`src/rtl/mm_ctrl_pkg.sv`:
```
// Shared types and memory-map helpers for the batch Montgomery multiplier sequencer.
package mm_ctrl_pkg;

    typedef enum logic [3:0] {
        ST_IDLE,
        ST_LOAD_PP0,
        ST_LOAD_P,
        ST_LOAD_A,
        ST_LOAD_B,
        ST_DRAIN,
        ST_FIOS_START,
        ST_FIOS_WAIT,
        ST_STORE_RES,
        ST_NEXT_JOB,
        ST_DONE
    } mm_state_t;

    // Fixed part of the BRAM memory map: p'0 first, then the s words of p.
    localparam int PP0_ADDR = 0;
    localparam int P_ADDR   = 1;

    // Bit positions of the operand-register load flags in the enable vector.
    localparam int EN_PP0 = 0;
    localparam int EN_P   = 1;
    localparam int EN_A   = 2;
    localparam int EN_B   = 3;
    localparam int EN_NUM = 4;

    // First address of job j's region (a, then b, then result, s words each).
    function automatic int job_base(input int j, input int s);
        return P_ADDR + s + 3 * s * j;
    endfunction

endpackage

```
`src/rtl/mm_en_delay.sv`:
```
// Delays the operand load flags by the BRAM read latency so each register
// enable lines up with the data word coming out of the BRAM.
module mm_en_delay
    import mm_ctrl_pkg::*;
#(
    parameter int RD_LAT = 2,
    parameter int W      = EN_NUM
) (
    input  logic         clock_i,
    input  logic         reset_i,
    input  logic [W-1:0] en_i,
    output logic [W-1:0] en_o
);

    for (genvar gi = 0; gi < RD_LAT; gi++) begin : g_stage
        logic [W-1:0] d_in;
        logic [W-1:0] q_reg;

        if (gi == 0) begin : g_head
            assign d_in = en_i;
        end else begin : g_tail
            assign d_in = g_stage[gi-1].q_reg;
        end

        // One pipeline stage; clear drops any enables still in flight.
        always_ff @(posedge clock_i) begin
            if (reset_i) begin
                q_reg <= '0;
            end else begin
                q_reg <= d_in;
            end
        end
    end

    assign en_o = g_stage[RD_LAT-1].q_reg;

endmodule

```
`src/rtl/mm_batch_control.sv`:
```
// Batch sequencer for the FIOS Montgomery multiplier: loads p'0 and p once,
// then per job loads a and b, runs the core and stores the result into the
// job's own BRAM region, returning to idle when the batch is finished.
module mm_batch_control
    import mm_ctrl_pkg::*;
#(
    parameter int s        = 8,
    parameter int JOBS_MAX = 4,
    parameter int RD_LAT   = 2,
    parameter int ADDR_W   = $clog2(1 + s + 3 * s * JOBS_MAX),
    parameter int JOB_W    = $clog2(JOBS_MAX + 1)
) (
    input  logic              clock_i,
    input  logic              reset_i,
    input  logic              start_i,
    input  logic [JOB_W-1:0]  job_count_i,
    input  logic              FIOS_done_i,
    output logic              p_prime_0_reg_en_o,
    output logic              p_reg_en_o,
    output logic              a_reg_en_o,
    output logic              b_reg_en_o,
    output logic              FIOS_start_o,
    output logic              BRAM_en_o,
    output logic              BRAM_we_o,
    output logic [ADDR_W-1:0] BRAM_addr_o,
    output logic [JOB_W-1:0]  job_idx_o,
    output logic              busy_o,
    output logic              done_o
);

    // The word counter is shared by the s-word phases and the drain phase.
    localparam int CNT_MAX = (s > RD_LAT) ? s : RD_LAT;
    localparam int CNT_W   = $clog2(CNT_MAX) + 1;

    localparam logic [CNT_W-1:0]  CNT_ONE    = CNT_W'(1);
    localparam logic [CNT_W-1:0]  WORD_LAST  = CNT_W'(s - 1);
    localparam logic [CNT_W-1:0]  DRAIN_LAST = CNT_W'(RD_LAT - 1);
    localparam logic [ADDR_W-1:0] PP0_A      = ADDR_W'(PP0_ADDR);
    localparam logic [ADDR_W-1:0] P_A        = ADDR_W'(P_ADDR);
    localparam logic [ADDR_W-1:0] B_OFF      = ADDR_W'(s);
    localparam logic [ADDR_W-1:0] RES_OFF    = ADDR_W'(2 * s);
    localparam logic [ADDR_W-1:0] JOB_STRIDE = ADDR_W'(3 * s);
    localparam logic [ADDR_W-1:0] BASE0      = ADDR_W'(job_base(0, s));
    localparam logic [JOB_W-1:0]  JOB_ONE    = JOB_W'(1);
    localparam logic [JOB_W-1:0]  JOBS_LIMIT = JOB_W'(JOBS_MAX);

    mm_state_t         state_reg, state_next;
    logic [CNT_W-1:0]  word_cnt_reg, word_cnt_next;
    logic [JOB_W-1:0]  job_idx_reg, job_idx_next;
    logic [JOB_W-1:0]  job_cnt_reg, job_cnt_next;
    logic [ADDR_W-1:0] job_base_reg, job_base_next;
    logic              fios_start_reg;
    logic [EN_NUM-1:0] load_flags;
    logic [EN_NUM-1:0] load_flags_dly;
    logic [ADDR_W-1:0] word_off;
    logic              word_last;
    logic              drain_last;
    logic              counting;

    assign word_last  = (word_cnt_reg == WORD_LAST);
    assign drain_last = (word_cnt_reg == DRAIN_LAST);
    assign word_off   = ADDR_W'(word_cnt_reg);

    // Next-state logic plus latching of the batch parameters on start.
    always_comb begin
        state_next    = state_reg;
        job_idx_next  = job_idx_reg;
        job_cnt_next  = job_cnt_reg;
        job_base_next = job_base_reg;
        case (state_reg)
            ST_IDLE: begin
                if (start_i) begin
                    job_cnt_next  = (job_count_i > JOBS_LIMIT) ? JOBS_LIMIT : job_count_i;
                    job_idx_next  = '0;
                    job_base_next = BASE0;
                    state_next    = (job_count_i == '0) ? ST_DONE : ST_LOAD_PP0;
                end
            end
            ST_LOAD_PP0:   state_next = ST_LOAD_P;
            ST_LOAD_P:     if (word_last) state_next = ST_LOAD_A;
            ST_LOAD_A:     if (word_last) state_next = ST_LOAD_B;
            ST_LOAD_B:     if (word_last) state_next = ST_DRAIN;
            ST_DRAIN:      if (drain_last) state_next = ST_FIOS_START;
            ST_FIOS_START: state_next = ST_FIOS_WAIT;
            ST_FIOS_WAIT:  if (FIOS_done_i) state_next = ST_STORE_RES;
            ST_STORE_RES:  if (word_last) state_next = ST_NEXT_JOB;
            ST_NEXT_JOB: begin
                if (job_idx_reg + JOB_ONE == job_cnt_reg) begin
                    state_next = ST_DONE;
                end else begin
                    job_idx_next  = job_idx_reg + JOB_ONE;
                    job_base_next = job_base_reg + JOB_STRIDE;
                    state_next    = ST_LOAD_A;
                end
            end
            ST_DONE:       state_next = ST_IDLE;
            default:       state_next = ST_IDLE;
        endcase
    end

    // Word counter advances only inside the multi-cycle phases and restarts on every state change.
    always_comb begin
        counting = (state_reg == ST_LOAD_P) || (state_reg == ST_LOAD_A) ||
                   (state_reg == ST_LOAD_B) || (state_reg == ST_DRAIN) ||
                   (state_reg == ST_STORE_RES);
        word_cnt_next = '0;
        if (counting && (state_next == state_reg)) begin
            word_cnt_next = word_cnt_reg + CNT_ONE;
        end
    end

    // BRAM port and undelayed load flags decoded from the current state.
    always_comb begin
        BRAM_addr_o = '0;
        BRAM_en_o   = 1'b0;
        BRAM_we_o   = 1'b0;
        load_flags  = '0;
        case (state_reg)
            ST_LOAD_PP0: begin
                BRAM_en_o          = 1'b1;
                BRAM_addr_o        = PP0_A;
                load_flags[EN_PP0] = 1'b1;
            end
            ST_LOAD_P: begin
                BRAM_en_o        = 1'b1;
                BRAM_addr_o      = P_A + word_off;
                load_flags[EN_P] = 1'b1;
            end
            ST_LOAD_A: begin
                BRAM_en_o        = 1'b1;
                BRAM_addr_o      = job_base_reg + word_off;
                load_flags[EN_A] = 1'b1;
            end
            ST_LOAD_B: begin
                BRAM_en_o        = 1'b1;
                BRAM_addr_o      = job_base_reg + B_OFF + word_off;
                load_flags[EN_B] = 1'b1;
            end
            ST_STORE_RES: begin
                BRAM_en_o   = 1'b1;
                BRAM_we_o   = 1'b1;
                BRAM_addr_o = job_base_reg + RES_OFF + word_off;
            end
            default: ;
        endcase
    end

    // State, counters and the registered core start pulse.
    always_ff @(posedge clock_i) begin
        if (reset_i) begin
            state_reg      <= ST_IDLE;
            word_cnt_reg   <= '0;
            job_idx_reg    <= '0;
            job_cnt_reg    <= '0;
            job_base_reg   <= '0;
            fios_start_reg <= 1'b0;
        end else begin
            state_reg      <= state_next;
            word_cnt_reg   <= word_cnt_next;
            job_idx_reg    <= job_idx_next;
            job_cnt_reg    <= job_cnt_next;
            job_base_reg   <= job_base_next;
            fios_start_reg <= (state_reg == ST_FIOS_START);
        end
    end

    mm_en_delay #(
        .RD_LAT (RD_LAT),
        .W      (EN_NUM)
    ) u_en_delay (
        .clock_i (clock_i),
        .reset_i (reset_i),
        .en_i    (load_flags),
        .en_o    (load_flags_dly)
    );

    assign p_prime_0_reg_en_o = load_flags_dly[EN_PP0];
    assign p_reg_en_o         = load_flags_dly[EN_P];
    assign a_reg_en_o         = load_flags_dly[EN_A];
    assign b_reg_en_o         = load_flags_dly[EN_B];
    assign FIOS_start_o       = fios_start_reg;
    assign job_idx_o          = job_idx_reg;
    assign busy_o             = (state_reg != ST_IDLE) && (state_reg != ST_DONE);
    assign done_o             = (state_reg == ST_DONE);

endmodule

```
`config.mk`:
```
export PLATFORM = sky130hd
export DESIGN_NAME = mm_batch_control
export DESIGN_NICKNAME = d
export VERILOG_FILES = /design/src/rtl/mm_ctrl_pkg.sv /design/src/rtl/mm_en_delay.sv /design/src/rtl/mm_batch_control.sv
export SDC_FILE = /design/constraint.sdc
export NUM_CORES = 1
export LEC_CHECK = 0
export ABC_AREA = 1
export ABC_CLOCK_PERIOD_IN_PS = 2000
export CORE_MARGIN = 4
export CORE_UTILIZATION = 49
export DETAILED_ROUTE_END_ITERATION = 10
export GPL_TIMING_DRIVEN = 0
export MAX_ROUTING_LAYER = met4
export PLACE_DENSITY_LB_ADDON = 0.12
export SLEW_MARGIN = 15
export SYNTH_ARGS = -nofsm -noshare
export SYNTH_HDL_FRONTEND = slang
export SYNTH_SLANG_ARGS = --single-unit
```
`constraint.sdc`:
```
create_clock -name clock_i -period 2 [get_ports clock_i]
set_input_delay 0.4 -clock clock_i [delete_from_list [all_inputs] [get_ports clock_i]]
set_output_delay 0.4 -clock clock_i [all_outputs]
set_load 0.1 [all_outputs]
```
==> results by group <==
Clock tree
  • Max clock buf depth: 2
  • Clk root buf: clkbuf_8
  • H-tree Lvls: 1
  • CTS Buf Count: 3
  • CTS Hold Buffers Added: 0
  • Clock Sinks: 28
  • CTS tree: built
  • Latest clock arrival within the worst-skew pair: 0.28 ns
  • CTS clk-pin slew, worst paths: 0.10 ns

Floorplan
  • Die H: 68.4 um
  • Die X: 68.4 um
  • Ports: 26
  • Row count: 21
  • Initial core utilization: 0.520
  • Core Box Area: 3440 um^2
  • Die footprint: 4680 um^2

Synth
  • Seq cells post-synth: 28
  • Post-synth top cells: 51 x nand2_1, 45 x inv_1, 30 x nand3_1, 30 x nor2_1, 28 x dfxtp_1
  • Yosys top cell by area: dfxtp_1
  • Post-Syn Instances: 267
  • Synth top area cells: dfxtp_1 31%, nand2_1 11%, inv_1 9.4%, nand3_1 8.4%, ha_1 7.7%
  • Synth Cell Area: 1790 um^2
  • Syn avg cell area: 6.70 um^2
  • Top cell type's share of synthesized area: 0.313
  • Most common cell in the netlist: nand2_1
  • Yosys Warn Count: 0
  • Count of different cell masters after synthesis: 32
  • FFs w/ async S/R, synth: 0
  • Sequential area share after synthesis: 0.313
  • EDFF count, synth: 0
  • Ys flop type: dfxtp_1

Worst setup path
  • Crit path max-delay cell type: fa_1
  • WP data arrival: 2.19 ns
  • Delay-heaviest family, CP: adder cells
  • Setup crit end kind: output port
  • CP bufs+invs: 2
  • Cell Chain, Critical Path: fa_1 > inv_2 > nand2_2 > nand2_2 > a21oi_2 > or2_4 > nand4_1 > o211ai_1 > buf_6
  • Most used cell, CP: nand2_2
  • Startpoint types: flop
  • CP max stage delay: 0.56 ns
  • Worst Path Required: 1.60 ns
  • WS Path Type: reg -> out
  • Crit-path max FO: 3

GRT
  • Largest net degree at the start of global routing: 17
  • GRT overflow: 0
  • GRT Overall Usage: 0.242
  • Number of global-route vias before repair: 1,741
  • First-pass GRT wire length: 8310 um
  • Initial antenna violation count: 0

Layout
  • Post-layout nets: 332
  • Max reg flops: 5
  • Fill cells: 242
  • P&R area growth vs syn: 49.9%
  • Layout cells sized above 1: 0.324
  • Ant diodes: 0

Status
  • Failing checks: negative setup slack
  • Status: complete, but fails checks

Timing
  • Setup slack after layout: -0.586 ns
  • Setup total negative slack: -1.85 ns
  • Endpoints failing setup: 4
  • Setup Skew: 0.00214 ns
  • Worst-margin pin slew: 0.955 ns
  • Final Max Tran Viols: 0
  • RSZ-0062 raised after global routing: true
  • Post-layout min period: 2.59 ns
  • Fin crit share: 1.29
  • Max-slew headroom: 0.366
  • Max Fclk: 387 MHz
  • Fin. Hold Viols: 0

Route
  • Drt initial violations: 134
  • Total number of vias: 1,899
  • Number of routed nets with antenna violations: 0
  • # DRC: 0
  • Routed wire length: 5140 um
  • Drt wl/cell: 14.4 um
  • Via density: 5.30
  • DRT Pass-1 Iters: 4

Min path
  • Class of the worst hold path: reg -> reg

Placement
  • DP HPWL: 3290 um
  • PortBufs: 24
  • RePlAce Congestion: 0.939

Power and ir drop
  • Design Power: 1.68 mW
  • Leak: 1.18 nW
  • Worst vdd ir: 0.718 mV
  • Pwr per Cell Area: 628 nW/um^2

Job
  • Max cap viols: 0
-- cell type report --
class	instances	area, um^2	area share
plain buffers	4	17.5	0.00653
clock buffers	4	66.3	0.0247
inverters	47	193	0.0718
multi-input cells	189	1340	0.498
flip-flops and latches	28	591	0.220
well taps	46	57.6	0.0215
repair buffers	40	422	0.157
-- metrics by stage --
stage,std cells,util,worst slack (ns),hold WS (ns),cell area [um^2]
after floorplan,268,-,-0.753,0.388,1930
after global placement,338,0.647,-1.17,0.392,2230
after detailed placement,338,0.647,-1.16,0.394,2230
after CTS,351,0.721,-0.524,0.408,2480
after global routing,358,0.779,-0.648,0.421,2680
final,358,0.779,-0.586,0.406,2680
-- power by group --
| part | leakage [nW] | internal, mW | switching (mW) | total, mW |
|---|---|---|---|---|
| Combinational | 0.911 | 0.217 | 0.435 | 0.652 |
| Clock | 0.0339 | 0.218 | 0.187 | 0.405 |
| Sequential | 0.234 | 0.588 | 0.0379 | 0.626 |
| Total | 1.18 | 1.02 | 0.660 | 1.68 |
-- worst paths after layout --
path | from | slack (ns) | to | cells past startpoint
min reg2reg | u_en_delay.g_stage[0].q_reg[1] | 0.41 | u_en_delay.en_o[1] | 2
max reg2reg | job_idx_o[0] | 0.24 | word_cnt_reg[3] | 10
max | job_base_reg[3] | -0.59 | BRAM_addr_o[5] | 9
min | u_en_delay.g_stage[0].q_reg[1] | 0.41 | u_en_delay.en_o[1] | 2
-- placed cells by master (no fill, tap or decap), types with 4 or more instances in the layout --
master	instances
nor2_4	7
inv_1	38
o21ai_4	5
a21oi_1	12
a31oi_1	4
buf_4	14
nand3_1	27
clkdlybuf4s50_1	5
ha_1	5
dlygate4sd2_1	7
nand2_4	4
dfxtp_1	18
buf_2	4
o21ai_0	4
inv_2	5
nand2_2	8
nor2_1	27
dfxtp_4	7
buf_12	8
nand4_1	6
nand2_1	42
o21ai_2	4
ha_4	5
-- tightest hold or removal path, delay by kind of cell, from the launching register on --
family                 cells  cell delay [ns]
buffers and inverters      1             0.04
DFF                        1             0.31
and+or+nand+nor            1             0.03
-- per-layer routing --
layer,global-route usage,vias up,routed length (um)
met3,0.0443,15,317
met1,0.308,864,2230
met4,0.0844,0,153
met2,0.381,61,2430
met5,-,-,0
li1,-,959,-
-- timing repair --
action,CTS,global route
gates cloned,0,0
setup buffers,9,7
setup endpoints to repair,19,9
resized for setup,115,34
pin swaps,9,7
-- kinds of logic after synthesis --
family / share of synthesized area
compound gates: 0.124
xor+xnor: 0.0245
fa+ha+maj: 0.0881
buf+inv: 0.108
flops: 0.313
other cells: 0.00210
simple gates: 0.339
Power figures use the tool's default switching activity.
==> RTL edit 1: new RTL, same settings <==
`RD_LAT` is set to 2 in 2 places; all go to 1.
--- a/src/rtl/mm_en_delay.sv
+++ b/src/rtl/mm_en_delay.sv
@@ -4,5 +4,5 @@
     import mm_ctrl_pkg::*;
 #(
-    parameter int RD_LAT = 2,
+    parameter int RD_LAT = 1,
     parameter int W      = EN_NUM
 ) (
--- a/src/rtl/mm_batch_control.sv
+++ b/src/rtl/mm_batch_control.sv
@@ -7,5 +7,5 @@
     parameter int s        = 8,
     parameter int JOBS_MAX = 4,
-    parameter int RD_LAT   = 2,
+    parameter int RD_LAT   = 1,
     parameter int ADDR_W   = $clog2(1 + s + 3 * s * JOBS_MAX),
     parameter int JOB_W    = $clog2(JOBS_MAX + 1)
Check against the original RTL: not equivalent (Yosys sat finds a counterexample within 4 cycles, from zero or initial values and one cycle with reset_i high).
==> RTL edit 1 against the unedited design <==
- the flow still finishes with violations (setup timing)
- design area is 5.6% lower
- via count shrank 2.8%
- sequential power decreased by 15%
- core utilization increased by 3.6 points
- synthesized cell count down 6.0%
- global-route usage increased by 1.2 points
- sequential cell count down 4
- register-to-register slack got worse by 0.05 ns
- area after synthesis fell by 9.9%
- power is 10% lower
- routed wire length fell by 2.9%
- sequential share of layout area fell by 1.8 points
- setup slack better by 0.094 ns
==> RTL edit 1: results (changes against the unedited design) <==
clock buffers=3 (was 4); reg2reg start=state_reg[0] (was job_idx_o[0]); PostCTS Resize Cnt=122 (was 115); via count=1,845 (was 1,899); Post-DP HPWL=3.03 mm (was 3.29 mm); routability cong.=0.914 (was 0.939); share of cells above drive strength 1=36.0% (was 32.4%); Final #Nets=320 (was 332); WHS=0.482 ns (was 0.406 ns); post-synthesis adder-cell area fraction=9.78% (was 8.81%); worst-case hold path end point=job_idx_o[1] (was u_en_delay.en_o[1]); multi-input combinational gate total=186 (was 189); compound-cell area share of the yosys netlist=13.8% (was 12.4%); clock sink count=24 (was 28); post-synthesis sequential area ratio=29.8% (was 31.3%); drt total wl=4.99 mm (was 5.14 mm); Post CTS Setup Buffer Count=12 (was 9); critical path's slowest cell=fa_2 (was fa_1); Layout fillers=216 (was 242); Signal inverters=40 (was 47); synth top area cells=dfxtp_1, nand2_1, inv_1 (unchanged); failing checks=setup timing (unchanged); Initial DRT Pass Iterations=6 (was 4); Hold Crit Start=job_idx_o[1] (was u_en_delay.g_stage[0].q_reg[1]); Total GRT Usage=25.4% (was 24.2%); Yosys cell types=27 (was 32); crit path to=BRAM_addr_o[5] (unchanged); status=complete, but fails checks (unchanged); Final setup viols=7 (was 4); Non-clock buffers=46 (was 44); worst setup margin=-0.492 ns (was -0.586 ns); endpoint arrival time on the critical path=2.09 ns (was 2.19 ns); setup TNS=-1.85 ns (about the same); Rel. slew slack=36.5% (was 36.6%); FF/Latch Area=510 um2 (was 591 um2); VDD IR-drop max=0.482 mV (was 0.718 mV); R2R Setup Slk=0.19 ns (was 0.24 ns); buffer share of cell area=19.4% (was 16.4%); Worst R2R Path Depth=12 (was 10); first-pass GRT wire length=8.22 mm (was 8.31 mm); clock skew=0.0122 ns (was 0.00214 ns); Final clock-cell share=2.08% (was 2.47%); xor and xnor area share after synthesis=1.09% (was 2.45%); Root Driver=clkbuf_4 (was clkbuf_8); Port Buffer Count=25 (was 24); Multi-input gate area=1270 um2 (was 1340 um2)
-- RTL edit 1: cell count changes in the layout (fill, tap and decap cells not counted), sizes merged, moves of 2 or more --
cell	unedited run	this run
nand2	54	59
a21oi	15	19
a31oi	4	1
dfxtp	28	24
xor2	4	2
nand4	6	4
nor3	2	5
nor4	0	2
inv	46	39
nand3	31	23
-- RTL edit 1: worst max-delay path, delay by kind of cell, from the launching register on --
| kind | cells | cell delay, ns |
|---|---|---|
| flip-flops | 1 | 0.38 |
| adder cells (fa/ha/maj) | 1 | 0.55 |
| buffers and inverters | 2 | 0.30 |
| AO/OA/AOI/OAI | 2 | 0.23 |
| AND/OR/NAND/NOR | 4 | 0.32 |
-- RTL edit 1: through the flow --
step / setup WS (ns) / total power [mW] / cell area (um2) / instances / utilization [%]
2_1_floorplan: -0.753 / 0.904 / 1760 / 252 / -
3_3_place_gp: -1.13 / 1.01 / 2070 / 321 / 66.6
3_5_place_dp: -1.13 / 1.01 / 2070 / 321 / 66.6
4_1_cts: -0.475 / 1.45 / 2360 / 337 / 76.2
5_1_grt: -0.623 / 1.58 / 2530 / 344 / 81.6
6_report: -0.492 / 1.51 / 2530 / 344 / 81.6
-- RTL edit 1: per-layer routing --
layer	GRT usage (%)	up-vias	routed length, um
met1	29.6	834	2060
met3	4.96	14	311
met2	42.5	75	2460
li1	-	922	-
met5	-	-	0
met4	11.1	0	153
-- RTL edit 1: report_power, final --
| group | leakage [nW] | total (mW) | internal (mW) | switching [mW] |
|---|---|---|---|---|
| clock | 0.0279 | 0.356 | 0.203 | 0.154 |
| sequential | 0.202 | 0.529 | 0.503 | 0.0261 |
| combinational | 0.903 | 0.628 | 0.214 | 0.413 |
| total | 1.13 | 1.51 | 0.920 | 0.593 |
==> RTL edit 2: new RTL, same flow settings <==
Without the edit above. The 11 states of `mm_state_t` get a one-hot encoding in 11 bits.
--- a/src/rtl/mm_ctrl_pkg.sv
+++ b/src/rtl/mm_ctrl_pkg.sv
@@ -2,16 +2,16 @@
 package mm_ctrl_pkg;
 
-    typedef enum logic [3:0] {
-        ST_IDLE,
-        ST_LOAD_PP0,
-        ST_LOAD_P,
-        ST_LOAD_A,
-        ST_LOAD_B,
-        ST_DRAIN,
-        ST_FIOS_START,
-        ST_FIOS_WAIT,
-        ST_STORE_RES,
-        ST_NEXT_JOB,
-        ST_DONE
+    typedef enum logic [10:0] {
+        ST_IDLE       = 11'b00000000001,
+        ST_LOAD_PP0   = 11'b00000000010,
+        ST_LOAD_P     = 11'b00000000100,
+        ST_LOAD_A     = 11'b00000001000,
+        ST_LOAD_B     = 11'b00000010000,
+        ST_DRAIN      = 11'b00000100000,
+        ST_FIOS_START = 11'b00001000000,
+        ST_FIOS_WAIT  = 11'b00010000000,
+        ST_STORE_RES  = 11'b00100000000,
+        ST_NEXT_JOB   = 11'b01000000000,
+        ST_DONE       = 11'b10000000000
     } mm_state_t;
 
Check against the original RTL: no difference found for any inputs over 10 cycles, from zero or initial values and one cycle with reset_i high; not proved beyond that.
==> RTL edit 2 against the unedited design <==
- the flow still finishes with violations (setup timing)
- design area is 20% higher
- area after synthesis grew 24%
- sequential power rose by 18%
- final cell count grew 20%
- combinational power decreased by 42%
- routed wire length increased by 31%
- synthesized cell count is 21% higher
- power shrank 2.0%
- global-route usage shrank 0.39 points
- sequential cell count up 7
- register-to-register slack got worse by 0.25 ns
- setup slack gained 0.23 ns
- die area increased by 21%
==> RTL edit 2: results (changes against the unedited design) <==
status=complete, but fails checks (unchanged); failing checks=setup timing (unchanged); crit-path max cell delay=0.37 ns (was 0.56 ns); synth top area cells=dfxtp_1, nand2_1, nor2_1 (was dfxtp_1, nand2_1, inv_1); Placed Area=2650 um2 (was 2230 um2); Reg power frac=44.7% (was 37.2%); Final setup viols=9 (was 4); Place WS=-1.00 ns (was -1.16 ns); clock skew=0.0118 ns (was 0.00214 ns); share of cells above drive strength 1=35.1% (was 32.4%); fin util=73.4% (was 77.9%); Non-clock buffers=50 (was 44); synthesized flop and latch total=35 (was 28); Leak=1.43 nW (was 1.18 nW); VDD IR-drop max=0.331 mV (was 0.718 mV); Cell Count, Final, Fillers Out=428 (was 358); endpoint arrival time on the critical path=1.96 ns (was 2.19 ns); H-Tree Depth=2 (was 1); Layout fillers=342 (was 242); post-synthesis sequential area ratio=31.5% (was 31.3%); CP top delay family=compound AO/OA/AOI/OAI gates (was adder cells); worst setup margin=-0.358 ns (was -0.586 ns); Routed wire per std cell=15.7 um (was 14.4 um); critical path's slowest cell=dfxtp_4 (was fa_1); Reg clk slew, reported paths=0.08 ns (was 0.10 ns); Multi-input gate area=1620 um2 (was 1340 um2); Final clock-cell share=2.60% (was 2.47%); Mapped Cells=324 (was 267); max FFs per register=11 (was 5); vias in the first global route=2,177 (was 1,741); Via density=5.66 (was 5.30); Rel. slew slack=36.5% (was 36.6%); multi-input combinational gate total=234 (was 189); Post-DP HPWL=4.18 mm (was 3.29 mm); Final #Nets=394 (was 332); initial drt markers=182 (was 134); Total GRT Usage=23.8% (was 24.2%); PostCTS Resize Cnt=127 (was 115); cell count after placement=400 (was 338); row count=24 (was 21); setup TNS=-1.74 ns (was -1.85 ns); sequential share of cell area=22.9% (was 22.0%); largest net degree at the start of global routing=12 (was 17); buffer share of cell area=15.8% (was 16.4%); first-pass GRT wire length=9.97 mm (was 8.31 mm); sw frac=34.0% (was 39.2%)
RTL edit 2: cell count changes after synthesis, sizes merged, moves of 3 or more:
cell / change
a21oi: +5
dfxtp: +7
nand2: +13
nor2: +16
nand4: +3
nor3: +8
o21ai: +5
nand3: -6
RTL edit 2: final timing paths:
path	from	endpoint	slack, ns	depth (start not counted)
min	u_en_delay.g_stage[0].q_reg[1]	u_en_delay.en_o[1]	0.40	2
max	word_cnt_reg[3]	BRAM_addr_o[6]	-0.36	10
min reg2reg	u_en_delay.g_stage[0].q_reg[1]	u_en_delay.en_o[1]	0.40	2
max reg2reg	word_cnt_reg[0]	word_cnt_reg[3]	-0.01	12
RTL edit 2: worst register-to-register path, stage by stage (launching register included):
cell and delay [ns]:
dfxtp_4 0.36, buf_4 0.15, ha_1 0.26, nand2_2 0.13, nor2_4 0.05, inv_2 0.07
buf_6 0.14, nand3_1 0.14, nand2_1 0.13, nand4_1 0.10, nor2_1 0.13, nand2_2 0.10
nor2_1 0.18
RTL edit 2: power groups by stage:
stage                     registers, mW  clock network (mW)  logic [mW]
after floorplan                   0.790                   0       0.203
after global placement            0.755                   0       0.307
after global routing              0.741               0.564       0.414
after CTS                         0.737               0.531       0.336
final                             0.738               0.534       0.378
after detailed placement          0.755                   0       0.310
RTL edit 2: kinds of logic after synthesis:
kind of cell | synth area share [%]
and+or+nand+nor | 36.4
xor gates and xnor gates | 1.97
adders and majority gates | 6.75
DFF | 31.5
AOI/OAI and AO/OA | 13.6
buffers and inverters | 9.85
RTL edit 2: metal layers:
metal / vias to the layer above / wire, um / track usage, % / share of wire [%]
met5: - / 0 / - / 0
met4: 0 / 251 / 8.35 / 3.7
met3: 35 / 465 / 3.96 / 6.9
met2: 119 / 3280 / 39.1 / 49
met1: 1105 / 2740 / 29.5 / 41
li1: 1163 / - / - / -
